===== src/rtl/snn_lif_array.sv =====
// snn_lif_array: leaky-integrate-and-fire neuron array with programmable weights, threshold,
// shift leak and refractory period. Define SNN_INHIBIT_EN for winner-take-all lateral inhibition.
module snn_lif_array #(
  parameter int NUM_NEURONS = 8,
  parameter int MEM_W       = 8,
  parameter int WEIGHT_W    = 4,
  parameter int REFRAC_W    = 3
) (
  input  logic                                                  clk,
  input  logic                                                  rst_n,
  input  logic                                                  ena,
  input  logic [NUM_NEURONS-1:0]                                spike_in,
  input  logic                                                  cfg_we,
  input  logic [$clog2(NUM_NEURONS+3)-1:0]                      cfg_addr,
  input  logic [MEM_W-1:0]                                      cfg_data,
  input  logic [((NUM_NEURONS > 1) ? $clog2(NUM_NEURONS) : 1)-1:0] mon_sel,
  output logic [NUM_NEURONS-1:0]                                spike_out,
  output logic [MEM_W-1:0]                                      mon_mem,
  output logic [7:0]                                            spike_cnt
);

  localparam int ADDR_W = $clog2(NUM_NEURONS + 3);
  localparam int SEL_W  = (NUM_NEURONS > 1) ? $clog2(NUM_NEURONS) : 1;
  localparam int LEAK_W = $clog2(MEM_W);
  localparam int EXT_W  = MEM_W + 2;
  localparam logic [MEM_W-1:0] THRESH_RST = {1'b1, {(MEM_W-1){1'b0}}};
  localparam logic [MEM_W-1:0] MEM_MAX    = {MEM_W{1'b1}};

  // Configuration registers
  logic [WEIGHT_W-1:0] r_weight [NUM_NEURONS];
  logic [MEM_W-1:0]    r_thresh;
  logic [LEAK_W-1:0]   r_leak;
  logic [REFRAC_W-1:0] r_refrac_per;

  // Neuron state
  logic [MEM_W-1:0]       r_mem        [NUM_NEURONS];
  logic [REFRAC_W-1:0]    r_refrac_cnt [NUM_NEURONS];
  logic [NUM_NEURONS-1:0] r_spike;
  logic [7:0]             r_spike_cnt;

  // Per-neuron datapath
  logic [MEM_W-1:0]       w_leak_amt [NUM_NEURONS];
  logic [EXT_W-1:0]       w_wext     [NUM_NEURONS];
  logic [EXT_W-1:0]       w_sum      [NUM_NEURONS];
  logic [MEM_W-1:0]       w_integ    [NUM_NEURONS];
  logic [MEM_W-1:0]       w_mem_nxt  [NUM_NEURONS];
  logic [REFRAC_W-1:0]    w_cnt_nxt  [NUM_NEURONS];
  logic [NUM_NEURONS-1:0] w_refrac_act;
  logic [NUM_NEURONS-1:0] w_fire_raw;
  logic [NUM_NEURONS-1:0] w_fire;
  logic [7:0]             w_fire_cnt;

  always_ff @(posedge clk or negedge rst_n) begin
    if (!rst_n) begin
      for (int i = 0; i < NUM_NEURONS; i++) begin
        r_weight[i] <= '0;
      end
      r_thresh     <= THRESH_RST;
      r_leak       <= '0;
      r_refrac_per <= REFRAC_W'(2);
    end else if (cfg_we) begin
      for (int i = 0; i < NUM_NEURONS; i++) begin
        if (cfg_addr == ADDR_W'(i)) begin
          r_weight[i] <= cfg_data[WEIGHT_W-1:0];
        end
      end
      if (cfg_addr == ADDR_W'(NUM_NEURONS)) begin
        r_thresh <= cfg_data;
      end
      if (cfg_addr == ADDR_W'(NUM_NEURONS + 1)) begin
        r_leak <= cfg_data[LEAK_W-1:0];
      end
      if (cfg_addr == ADDR_W'(NUM_NEURONS + 2)) begin
        r_refrac_per <= cfg_data[REFRAC_W-1:0];
      end
    end
  end

  // Integrate in MEM_W+2 bits: the top bit flags a negative result, the next one an overflow.
  always_comb begin
    for (int i = 0; i < NUM_NEURONS; i++) begin
      w_leak_amt[i] = (r_leak != '0) ? (r_mem[i] >> r_leak) : '0;
      w_wext[i]     = spike_in[i] ?
                      {{(EXT_W-WEIGHT_W){r_weight[i][WEIGHT_W-1]}}, r_weight[i]} : '0;
      w_sum[i]      = {2'b00, r_mem[i]} - {2'b00, w_leak_amt[i]} + w_wext[i];
      if (w_sum[i][EXT_W-1]) begin
        w_integ[i] = '0;
      end else if (w_sum[i][EXT_W-2]) begin
        w_integ[i] = MEM_MAX;
      end else begin
        w_integ[i] = w_sum[i][MEM_W-1:0];
      end
      w_refrac_act[i] = (r_refrac_cnt[i] != '0);
      w_fire_raw[i]   = !w_refrac_act[i] && (r_thresh != '0) && (w_integ[i] >= r_thresh);
    end
  end

`ifdef SNN_INHIBIT_EN
  // Lowest-index firing neuron wins: isolate the least significant set bit.
  assign w_fire = w_fire_raw & (~w_fire_raw + NUM_NEURONS'(1));
`else
  assign w_fire = w_fire_raw;
`endif

  always_comb begin
    for (int i = 0; i < NUM_NEURONS; i++) begin
      w_mem_nxt[i] = r_mem[i];
      w_cnt_nxt[i] = r_refrac_cnt[i];
      if (w_refrac_act[i]) begin
        w_cnt_nxt[i] = r_refrac_cnt[i] - REFRAC_W'(1);
        w_mem_nxt[i] = '0;
      end else if (w_fire[i]) begin
        w_cnt_nxt[i] = r_refrac_per;
        w_mem_nxt[i] = '0;
`ifdef SNN_INHIBIT_EN
      end else if (|w_fire_raw) begin
        w_mem_nxt[i] = '0;
`endif
      end else begin
        w_mem_nxt[i] = w_integ[i];
      end
    end
  end

  always_comb begin
    w_fire_cnt = '0;
    for (int i = 0; i < NUM_NEURONS; i++) begin
      w_fire_cnt = w_fire_cnt + {7'd0, w_fire[i]};
    end
  end

  always_ff @(posedge clk or negedge rst_n) begin
    if (!rst_n) begin
      for (int i = 0; i < NUM_NEURONS; i++) begin
        r_mem[i]        <= '0;
        r_refrac_cnt[i] <= '0;
      end
      r_spike     <= '0;
      r_spike_cnt <= '0;
    end else if (ena) begin
      for (int i = 0; i < NUM_NEURONS; i++) begin
        r_mem[i]        <= w_mem_nxt[i];
        r_refrac_cnt[i] <= w_cnt_nxt[i];
      end
      r_spike     <= w_fire;
      r_spike_cnt <= r_spike_cnt + w_fire_cnt;
    end else begin
      r_spike <= '0;
    end
  end

  always_comb begin
    mon_mem = '0;
    for (int i = 0; i < NUM_NEURONS; i++) begin
      if (mon_sel == SEL_W'(i)) begin
        mon_mem = r_mem[i];
      end
    end
  end

  assign spike_out = r_spike;
  assign spike_cnt = r_spike_cnt;

endmodule

===== config.mk =====
export PLATFORM = sky130hd
export DESIGN_NAME = snn_lif_array
export DESIGN_NICKNAME = d
export VERILOG_FILES = /design/src/rtl/snn_lif_array.sv
export SDC_FILE = /design/constraint.sdc
export NUM_CORES = 1
export LEC_CHECK = 0
export CAP_MARGIN = 15
export CORE_MARGIN = 3
export CORE_UTILIZATION = 50
export DETAILED_ROUTE_END_ITERATION = 12
export PLACE_DENSITY_LB_ADDON = 0.3
export SETUP_SLACK_MARGIN = 0.15
export SLEW_MARGIN = 20
export SYNTH_ARGS = -nofsm -noshare
export SYNTH_HDL_FRONTEND = slang
export SYNTH_SLANG_ARGS = --single-unit

===== constraint.sdc =====
create_clock -name clk -period 25.4 [get_ports clk]
set_input_delay 5.08 -clock clk [delete_from_list [all_inputs] [get_ports clk]]
set_output_delay 5.08 -clock clk [all_outputs]
set_load 0.02 [all_outputs]

-- After elaboration in Yosys (flattened, before gate mapping)
Index checks and enable logic that the tools add are counted.
- eq/ne operators: 17
- mux-type cells: 73
- shift operators: 8
- reductions and logical operators: 63
- order comparisons: 8
- add/subtract/negate cells: 32
- operators with widths (operator ; number):
    $mux 8 ; 49
    $add 10x10->10 ; 8
    $mux 10 ; 8
    $sub 8x8->9 ; 8
    $ge 8x8->1 ; 8
    $shr 8x3->8 ; 8
    $mux 3 ; 16
    $reduce_and 2->1 ; 19
    $reduce_bool 3->1 ; 9
    $sub 3x1->3 const B ; 8
    $eq 4x3->1 const B ; 4
    $logic_and 1x1->1 ; 16
    $reduce_bool 2->1 ; 8
    $eq 3x3->1 const B ; 4
    $eq 4x4->1 const B ; 3
    $add 7x1->8 ; 1
    $add 8x8->8 ; 1
    $eq 4x2->1 const B ; 2
    $logic_not 1->1 ; 8
    $reduce_bool 8->1 ; 1
    $add 6x1->7 ; 1
    $add 5x1->6 ; 1
    $eq 3x2->1 const B ; 2
    $add 4x1->5 ; 1
    7 further kinds ; 7
- flip-flop bits (word level): 150
- logic and storage cells: 230
- output and inout bits: 24
- bits of input ports: 27

-- Depth between registers and ports, before layout
Gate-level depths: netlist (run 1).
- depth in word-level cells: 16
- gate-level depth with buffers: 44
- depth with buffers taken out: 42

-- Least setup slack after synthesis (run 1)
OpenSTA, ideal clock, no wires.
- path type: input-to-output
- start: input port mon_sel[1] in the netlist's numbering
- end: output port mon_mem[0]
- required time: 20.320 ns
- data arrival time: 6.360 ns
- cell stages on the path: 6
- setup slack: 13.960 ns
- buffers on the path: 1
- path through: clkbuf_1 -> nor2b_1 -> a22oi_1 -> a21oi_1 -> nor3_1 -> a21oi_1
- longest elaborated chain between the ends: 9
- elaborated cells between the ends (all ways): 16
- those cells by class: eq/ne: 7; mux: 8; reduce/logical: 1
- RTL lines (item ; RTL line ; text):
    start: declaration ; 16 ; input logic [((NUM_NEURONS > 1) ? $clog2(NUM_NEURONS) : 1)-1:0] mon_sel,
    $logic_not 3->1 ; 155 ; if (mon_sel == SEL_W'(i)) begin
    $mux 8 (7 in a row) ; 155 ;
    $mux 8 * ; 155 ;
    end: declaration ; 18 ; output logic [MEM_W-1:0] mon_mem,
Every way passes the cells marked *; elsewhere a longest branch is shown, timed or not.

-- Worst setup path after layout (run 1)
- start: input port mon_sel[2] in the netlist's numbering
- end: output port mon_mem[0]
Same word-level chain as after synthesis.

==> results of run 1 <==
==> kinds of logic after synthesis <==
family,after synthesis
simple gates,612
compound gates,589
fa+ha+maj,239
buf+inv,192
flops,150
mux,94
xor+xnor,85
other cells,1
==> per-layer routing <==
layer / routed length, microns / track usage
met1: 21490 / 0.3683
met2: 21310 / 0.4270
met4: 2014 / 0.1085
met5: 0 / 0
met3: 3454 / 0.04543
==> cells in the final DEF, fill, tap and decap left out, types with 10 or more instances in the layout <==
cell and instances:
a211oi_1 34, o22ai_1 11, nand2_1 144, a221o_1 10
a22oi_1 13, nor3b_1 12, nand2b_1 30, inv_1 113
xnor2_1 52, o21bai_1 20, or2_2 20, a31oi_1 20
a21oi_1 126, o21ai_0 135, mux2i_1 30, clkdlybuf4s50_1 48
and2_1 40, o211ai_1 15, xor2_1 33, nor2b_1 45
nor2_1 197, o21a_1 21, buf_4 16, mux2_2 60
fa_1 21, nor3_1 39, o31ai_1 11, o2bb2ai_1 19
dfrtp_1 146, a21boi_0 11, ha_1 218, clkbuf_16 17
a22o_1 15, a21o_1 35, or3_1 15, nand3_1 24
==> Yosys cell counts, types with 33 or more instances <==
library cell    n  area share
xnor2_1        52       0.028
a211oi_1       34       0.015
inv_1         114       0.026
nor2b_1        45       0.017
xor2_1         33       0.018
o21ai_0       135       0.041
nor3_1         39       0.012
nand2_1       144       0.033
mux2_2         60       0.041
and2_1         40       0.015
a21oi_1       126       0.038
a21o_1         35       0.016
dfrtp_1       148        0.22
ha_1          218        0.17
nor2_1        197       0.045
clkbuf_1       56       0.013
==> flip-flops by register name, summed over array words and instances (netlist names) <==
signal / count
r_mem: 64
r_refrac_cnt: 24
spike_out: 8
spike_cnt: 8
r_weight: 32
r_leak: 3
r_refrac_per: 3
r_thresh: 8
==> final timing paths <==
| check | start | endpoint | slack, ps | cells past startpoint |
|---|---|---|---|---|
| max in group asynchronous | rst_n | r_mem[4]$_DFFE_PN0P_ | 19320 | 2 |
| hold / removal | spike_cnt[7]$_DFFE_PN0P_ | spike_cnt[7]$_DFFE_PN0P_ | 480 | 1 |
| min in group asynchronous | rst_n | spike_cnt[5]$_DFFE_PN0P_ | 4730 | 1 |
| setup reg to reg | r_leak[2]$_DFFE_PN0P_ | spike_cnt[7]$_DFFE_PN0P_ | 15430 | 37 |
| setup / recovery | mon_sel[2] | mon_mem[0] | 12420 | 7 |
| hold reg to reg | spike_cnt[7]$_DFFE_PN0P_ | spike_cnt[7]$_DFFE_PN0P_ | 480 | 1 |
==> worst max-delay path, cell delays in order <==
cell and delay, ps:
clkdlybuf4s50_1 980, nor2b_1 470, a22oi_1 160, a21oi_1 160
nor3_1 70, a21oi_1 300, clkdlybuf4s50_1 680
==> area by class of cell <==
class | count | area share
multi-input combinational | 1622 | 0.6682
sequential | 150 | 0.2092
timing repair buffer | 66 | 0.03433
tap | 435 | 0.03029
clock buffer | 19 | 0.02465
inverter | 115 | 0.02402
clock inverter | 13 | 0.009400
==> through the flow <==
stage,instance area [sq um],cells
finish,17970,2420
global route,17970,2420
CTS,17970,2420
detailed placement,17360,2388
global placement,17360,2388
floorplan,16520,1964
==> out/qor.txt, run 1 <==
Status: finished clean
Startpoint Class: primary input
Adder-cell share of the synthesized area: 0.1906
Largest family of logic cells by synthesized area: compound AO/OA/AOI/OAI gates
Post-route ant nets: 0
Final WS setup: 12420 ps
Num rows: 65
Crit-path max FO: 20
Gpl congestion: 0.9546
# IOs: 51
# diodes: 0
Via count: 15060
DIE AREA: 0.03524 sq mm
Worst Path Required: 20320 ps
Tmin final: 12980 ps
Yosys reg bits: 150
P&R area growth vs syn: 8.819%
Dpl hpwl: 36150 microns
Sequential area share after synthesis: 0.2275
Post-CTS Hold Buffers: 0
Avg Inst Size Synth: 8.417 sq um
Final worst-path cycle share: 0.5108
Mapped cell area: 0.01651 sq mm
CTS tree: done
Synth Area in XOR/XNOR: 0.04508
# H-tree levels: 4
Max-slew headroom: 0.1744
Final net count: 2238
Final slew viol count: 0
Clk_skew: 11.15 ps
Final core occ: 0.5608
Max Buffers Root-to-Sink: 2
Register area: 0.003759 sq mm
Fillers: 2980
Routed len/inst: 19.95 microns
Largest net degree at the start of global routing: 98
Area fraction in compound gates after synthesis: 0.2447
Sink Count: 150
# Post-CTS Setup Buffers: 0
Initial antenna violation count: 0
Fmax: 77.07 MHz
Core ar.: 0.03204 sq mm
Warnings from Yosys: 0
Root Buffer: clkbuf_16
Die H: 187.7 microns
Setup WS pre-CTS: 12450 ps
Worst Hold Slack: 478.7 ps
Asr flop ratio synth: 1.000
Max Cap Viol: 0
Post-CTS sizing: 0
Simple-gate share of the synthesized area: 0.1814
Remaining DRCs: 0
Setup TNS: 0 ps
Routed WL: 48270 microns
EDFF count, synth: 0
Layout cells sized above 1: 0.08766
Critical setup path kind: primary input to output pin
Effective utilization at floorplan: 0.5153
Number of buffers created by CTS: 17
Post-synth top flop: dfrtp_1
First-pass GRT wire length: 76580 microns
Pre-antenna DRT Iters: 6
Global route overflow: 0
RSZ-0062 raised after global routing: no
Global Route Usage Sum: 0.2699
Hold crit path type: register to register
Die W: 187.7 microns
Port Buffers: 50
Setup violators final: 0
Post-DR vias/cell: 6.222
Vias in the first global route: 14350
CP endpoint kind: output pin
Critical Path AT: 7900 ps
Detailed router's first-iteration violation count: 1364
Post-synthesis mux area share: 0.06456
Least-Margin Pin Slew: 1235 ps
Syn Inst Count: 1962
Worst-path clk slew: 70 ps
Clk_lat worst skew: 440 ps
Area occupied by multi-input gates: 0.01201 sq mm
Final Hold Fails: 0
Yosys cell types: 86
Power of run 1 is not shown: default switching activity piles up to over one toggle a cycle in this logic, so the estimate is an artifact.
==> run 2, diff against run 1 <==
- clock period: 25.4 -> 12.3 ns (I/O delays scaled with it)
==> run 2 against run 1 <==
Clock skew increased by 5.7 ps. Cell count about the same. Global-route usage increased by 0.13 points. First-iteration DRC count shrank 4.3%. Largest cell class unchanged.
==> out/qor.txt, run 2 (synthesis gave the netlist of run 1 again) <==
Status: finished clean
Vias in the first global route: 14580
Global Route Usage Sum: 0.2712
Gpl congestion: 0.9249
Register area: 0.003759 sq mm
Crit path max-delay family: adder cells
Reg-to-reg slack, setup: 2590 ps
Regs by FF count: r_mem: 64 flops, r_weight: 32 flops, r_refrac_cnt: 24 flops
Most frequent cells in the layout: ha_1 (218), nor2_1 (197), dfrtp_1 (146), nand2_1 (144), o21ai_0 (135)
Slowest cell delay on critical path: 770 ps
Setup violators final: 0
Sink Count: 150
R2r endpoint: spike_cnt[7]$_DFFE_PN0P_
Layout cells sized above 1: 0.08724
Die W: 187.7 microns
Detailed router's first-iteration violation count: 1306
Tmin final: 9707 ps
Post-route ant nets: 0
Remaining DRCs: 0
Final Hold Fails: 0
Routed len/inst: 19.97 microns
Largest register FFs: 64
Via count: 15050
Core ar.: 0.03204 sq mm
Commonest non-fill, non-tap cell in the layout: ha_1
Global route overflow: 0
# IOs: 51
Clk_skew: 16.88 ps
Fmax: 103.0 MHz
Worst Path Required: 12680 ps
Max Cap Viol: 0
Pre-antenna DRT Iters: 6
Crit-path max FO: 39
Final worst-path cycle share: 0.7892
Initial antenna violation count: 4
Post-CTS Hold Buffers: 0
First-pass GRT wire length: 77290 microns
P&R area growth vs syn: 8.676%
Worst-path clk slew: 80 ps
Port Buffers: 50
Dpl hpwl: 36090 microns
Final net count: 2236
WP buf/inv: 5
Fillers: 2915
CP endpoint kind: register
Largest net degree at the start of global routing: 88
Hold crit path type: register to register
Startpoint Class: register
Top reg by flops: r_mem
Num rows: 65
Critical setup path kind: register to register
Max Buffers Root-to-Sink: 2
DIE AREA: 0.03524 sq mm
Setup WS pre-CTS: 2307 ps
Reg2Reg Launch Point: r_leak[1]$_DFFE_PN0P_
Final WS setup: 2593 ps
Post-CTS sizing: 0
Post-DR vias/cell: 6.220
Clk_lat worst skew: 450 ps
Area occupied by multi-input gates: 0.01201 sq mm
Setup TNS: 0 ps
Max-slew headroom: 0.3237
Hold EP: r_refrac_cnt[9]$_DFFE_PN0P_
R2r worst-path depth: 37
RSZ-0062 raised after global routing: no
Slowest cell on crit path: dfrtp_2
Die H: 187.7 microns
CTS tree: done
Cell mode on critical path: fa_1
Routed WL: 48300 microns
Least-Margin Pin Slew: 1011 ps
Root Buffer: clkbuf_16
Final slew viol count: 0
# H-tree levels: 4
Hold path startpoint: r_refrac_cnt[9]$_DFFE_PN0P_
Number of buffers created by CTS: 17
Critical Path AT: 10080 ps
Worst hold stages: 1
Effective utilization at floorplan: 0.5153
# Post-CTS Setup Buffers: 0
## run 2: area by class of cell
type | count | area share
diodes | 1 | 0.0001394
clock buffers | 17 | 0.02370
clock inverters | 15 | 0.009761
inverters | 115 | 0.02405
multi-input cells | 1622 | 0.6690
flip-flops and latches | 150 | 0.2094
well taps | 435 | 0.03033
repair buffers | 64 | 0.03354
## run 2: metal layers
metal,GRT usage,vias to the layer above,wire (microns)
li1,-,7165,-
met1,0.3622,7165,21170
met2,0.4339,582,21510
met3,0.05347,130,3780
met4,0.1062,4,1816
met5,0,-,24
## run 2: worst max path at each step
stage                               start                       end  cells past startpoint
floorplan                     spike_in[0]  spike_cnt[6]$_DFFE_PN0P_                     30
global placement              spike_in[0]  spike_cnt[7]$_DFFE_PN0P_                     29
detailed placement            spike_in[0]  spike_cnt[7]$_DFFE_PN0P_                     29
CTS                 r_leak[1]$_DFFE_PN0P_  spike_cnt[7]$_DFFE_PN0P_                     37
global route        r_leak[1]$_DFFE_PN0P_  spike_cnt[6]$_DFFE_PN0P_                     40
finish              r_leak[1]$_DFFE_PN0P_  spike_cnt[7]$_DFFE_PN0P_                     37
## run 2: per-stage QoR
step / utilization / hold slack (ps) / cell area (sq um) / cells
2_1_floorplan: - / 444.1 / 16520 / 1964
3_3_place_gp: 0.5412 / 461.4 / 17340 / 2386
3_5_place_dp: 0.5412 / 464.5 / 17340 / 2386
4_1_cts: 0.5600 / 486.6 / 17940 / 2418
5_1_grt: 0.5601 / 502.6 / 17950 / 2419
6_report: 0.5601 / 482.4 / 17950 / 2419
Power of run 2 is left out for the same reason.
==> run 3, diff against run 2 <==
- clock period: 12.3 -> 10 ns (I/O delays scaled with it)
==> run 3 against run 2 <==
Critical path depth increased by 1. Final area increased by 0.63%. Cell count increased by 0.41%. Die area unchanged. Setup slack got worse by 1700 ps. Sequential cell count unchanged. Critical path type unchanged. Critical endpoint unchanged. Largest cell class unchanged.
==> out/qor.txt, run 3 (synthesis gave the netlist of run 1 again) <==
Status: finished clean
Global Route Usage Sum: 0.2767
Final Hold Fails: 0
Max-slew headroom: 0.2547
Worst Path Required: 10370 ps
Register area: 0.003761 sq mm
Worst-path clk slew: 80 ps
Fmax: 109.9 MHz
Clk_lat worst skew: 440 ps
Fillers: 2923
Initial antenna violation count: 3
DIE AREA: 0.03524 sq mm
CP Capture Point: spike_cnt[7]$_DFFE_PN0P_
Largest register FFs: 64
Launch point of the worst path: r_leak[0]$_DFFE_PN0P_
CP endpoint kind: register
Final net count: 2247
Max Buffers Root-to-Sink: 2
Core ar.: 0.03204 sq mm
Pre-antenna DRT Iters: 6
Reg-to-reg slack, setup: 900 ps
Critical Path AT: 9470 ps
Vias in the first global route: 14720
Regs by FF count: r_mem: 64 flops, r_weight: 32 flops, r_refrac_cnt: 24 flops
Max Cap Viol: 0
Root Buffer: clkbuf_16
Port Buffers: 50
Crit-path max FO: 34
Most frequent cells in the layout: ha_1 (218), nor2_1 (197), dfrtp_1 (146), nand2_1 (144), o21ai_0 (135)
Num rows: 65
Die W: 187.7 microns
Cell mode on critical path: fa_1
Final worst-path cycle share: 0.9097
# Post-CTS Setup Buffers: 0
R2r worst-path depth: 38
Hold crit path type: register to register
Routed WL: 49460 microns
Effective utilization at floorplan: 0.5153
Critical setup path kind: register to register
Remaining DRCs: 0
Gpl congestion: 0.9616
First-pass GRT wire length: 78560 microns
RSZ-0062 raised after global routing: no
Sink Count: 150
Post-route ant nets: 0
Die H: 187.7 microns
CTS tree: done
Global route overflow: 0
Slowest cell on crit path: dfrtp_4
Tmin final: 9097 ps
Final slew viol count: 0
# IOs: 51
Worst hold stages: 1
Dpl hpwl: 37510 microns
R2r endpoint: spike_cnt[7]$_DFFE_PN0P_
Largest net degree at the start of global routing: 79
Top reg by flops: r_mem
Slowest cell delay on critical path: 670 ps
Detailed router's first-iteration violation count: 1398
Setup violators final: 0
Reg2Reg Launch Point: r_leak[0]$_DFFE_PN0P_
# H-tree levels: 4
Via count: 15200
Setup TNS: 0 ps
# diodes: 0
P&R area growth vs syn: 9.365%
Layout cells sized above 1: 0.09328
Post-CTS Hold Buffers: 0
Startpoint Class: register
Post-DR vias/cell: 6.259
Commonest non-fill, non-tap cell in the layout: ha_1
Number of buffers created by CTS: 17
Least-Margin Pin Slew: 1114 ps
Area occupied by multi-input gates: 0.01202 sq mm
Routed len/inst: 20.36 microns
Clk_skew: 15.38 ps
[run 3: cell types whose count changed in the layout (fill, tap and decap cells not counted), sizes merged]
cell	delta
inv	-1
clkinv	-2
buf	+11
clkbuf	+1
diode	-1
bufinv	+2
[run 3: routing by layer]
layer / wire [microns] / vias up / GRT usage / part of all wire
met5: 16 / - / 0.005495 / 0.00032
li1: - / 7189 / - / -
met2: 22290 / 570 / 0.4482 / 0.45
met1: 21310 / 7308 / 0.3633 / 0.43
met3: 3778 / 131 / 0.05777 / 0.076
met4: 2060 / 4 / 0.1056 / 0.042
[run 3: worst min path at each step]
stage                                         endpoint  slack [ps]                    startpoint
after floorplan           r_refrac_cnt[11]$_DFFE_PN0P_         440  r_refrac_cnt[11]$_DFFE_PN0P_
after global placement     r_refrac_cnt[2]$_DFFE_PN0P_         460   r_refrac_cnt[2]$_DFFE_PN0P_
after detailed placement  r_refrac_cnt[11]$_DFFE_PN0P_         470  r_refrac_cnt[11]$_DFFE_PN0P_
after CTS                     spike_cnt[7]$_DFFE_PN0P_         480      spike_cnt[7]$_DFFE_PN0P_
after global routing      r_refrac_cnt[13]$_DFFE_PN0P_         500  r_refrac_cnt[13]$_DFFE_PN0P_
final                     r_refrac_cnt[11]$_DFFE_PN0P_         480  r_refrac_cnt[11]$_DFFE_PN0P_
[run 3: metrics by stage]
step | hold WS [ps] | worst slack [ps] | instance area [sq um] | std cells | util
6_report | 482.3 | 903.1 | 18060 | 2429 | 0.5636
5_1_grt | 500.3 | 212.3 | 18060 | 2429 | 0.5636
4_1_cts | 482.8 | 643.4 | 18040 | 2429 | 0.5630
3_5_place_dp | 470.4 | 511.7 | 17430 | 2397 | 0.5438
3_3_place_gp | 463.7 | 754.9 | 17430 | 2397 | 0.5438
2_1_floorplan | 444.1 | 1521 | 16520 | 1964 | -
[run 3: area by class of cell]
| cell class | instances | area share |
|---|---|---|
| Timing Repair Buffer | 75 | 0.03810 |
| Multi-Input combinational cell | 1622 | 0.6656 |
| Clock buffer | 18 | 0.02376 |
| Sequential cell | 150 | 0.2083 |
| Tap cell | 435 | 0.03014 |
| Inverter | 115 | 0.02390 |
| Clock inverter | 14 | 0.01025 |
[run 3: critical path, delay by kind of cell (launching register included)]
family | cells | cell delay, ps
xor+xnor | 2 | 300
fa+ha+maj | 8 | 3320
simple gates | 10 | 1440
buf+inv | 4 | 370
compound gates | 14 | 2920
flops | 1 | 670
[run 3: timing repair]
item | in CTS | in global routing
endpoints found under the setup margin | 0 | 5
hold endpoints to repair | 0 | 0
resized for setup | 0 | 4
Power of run 3 is left out for the same reason.
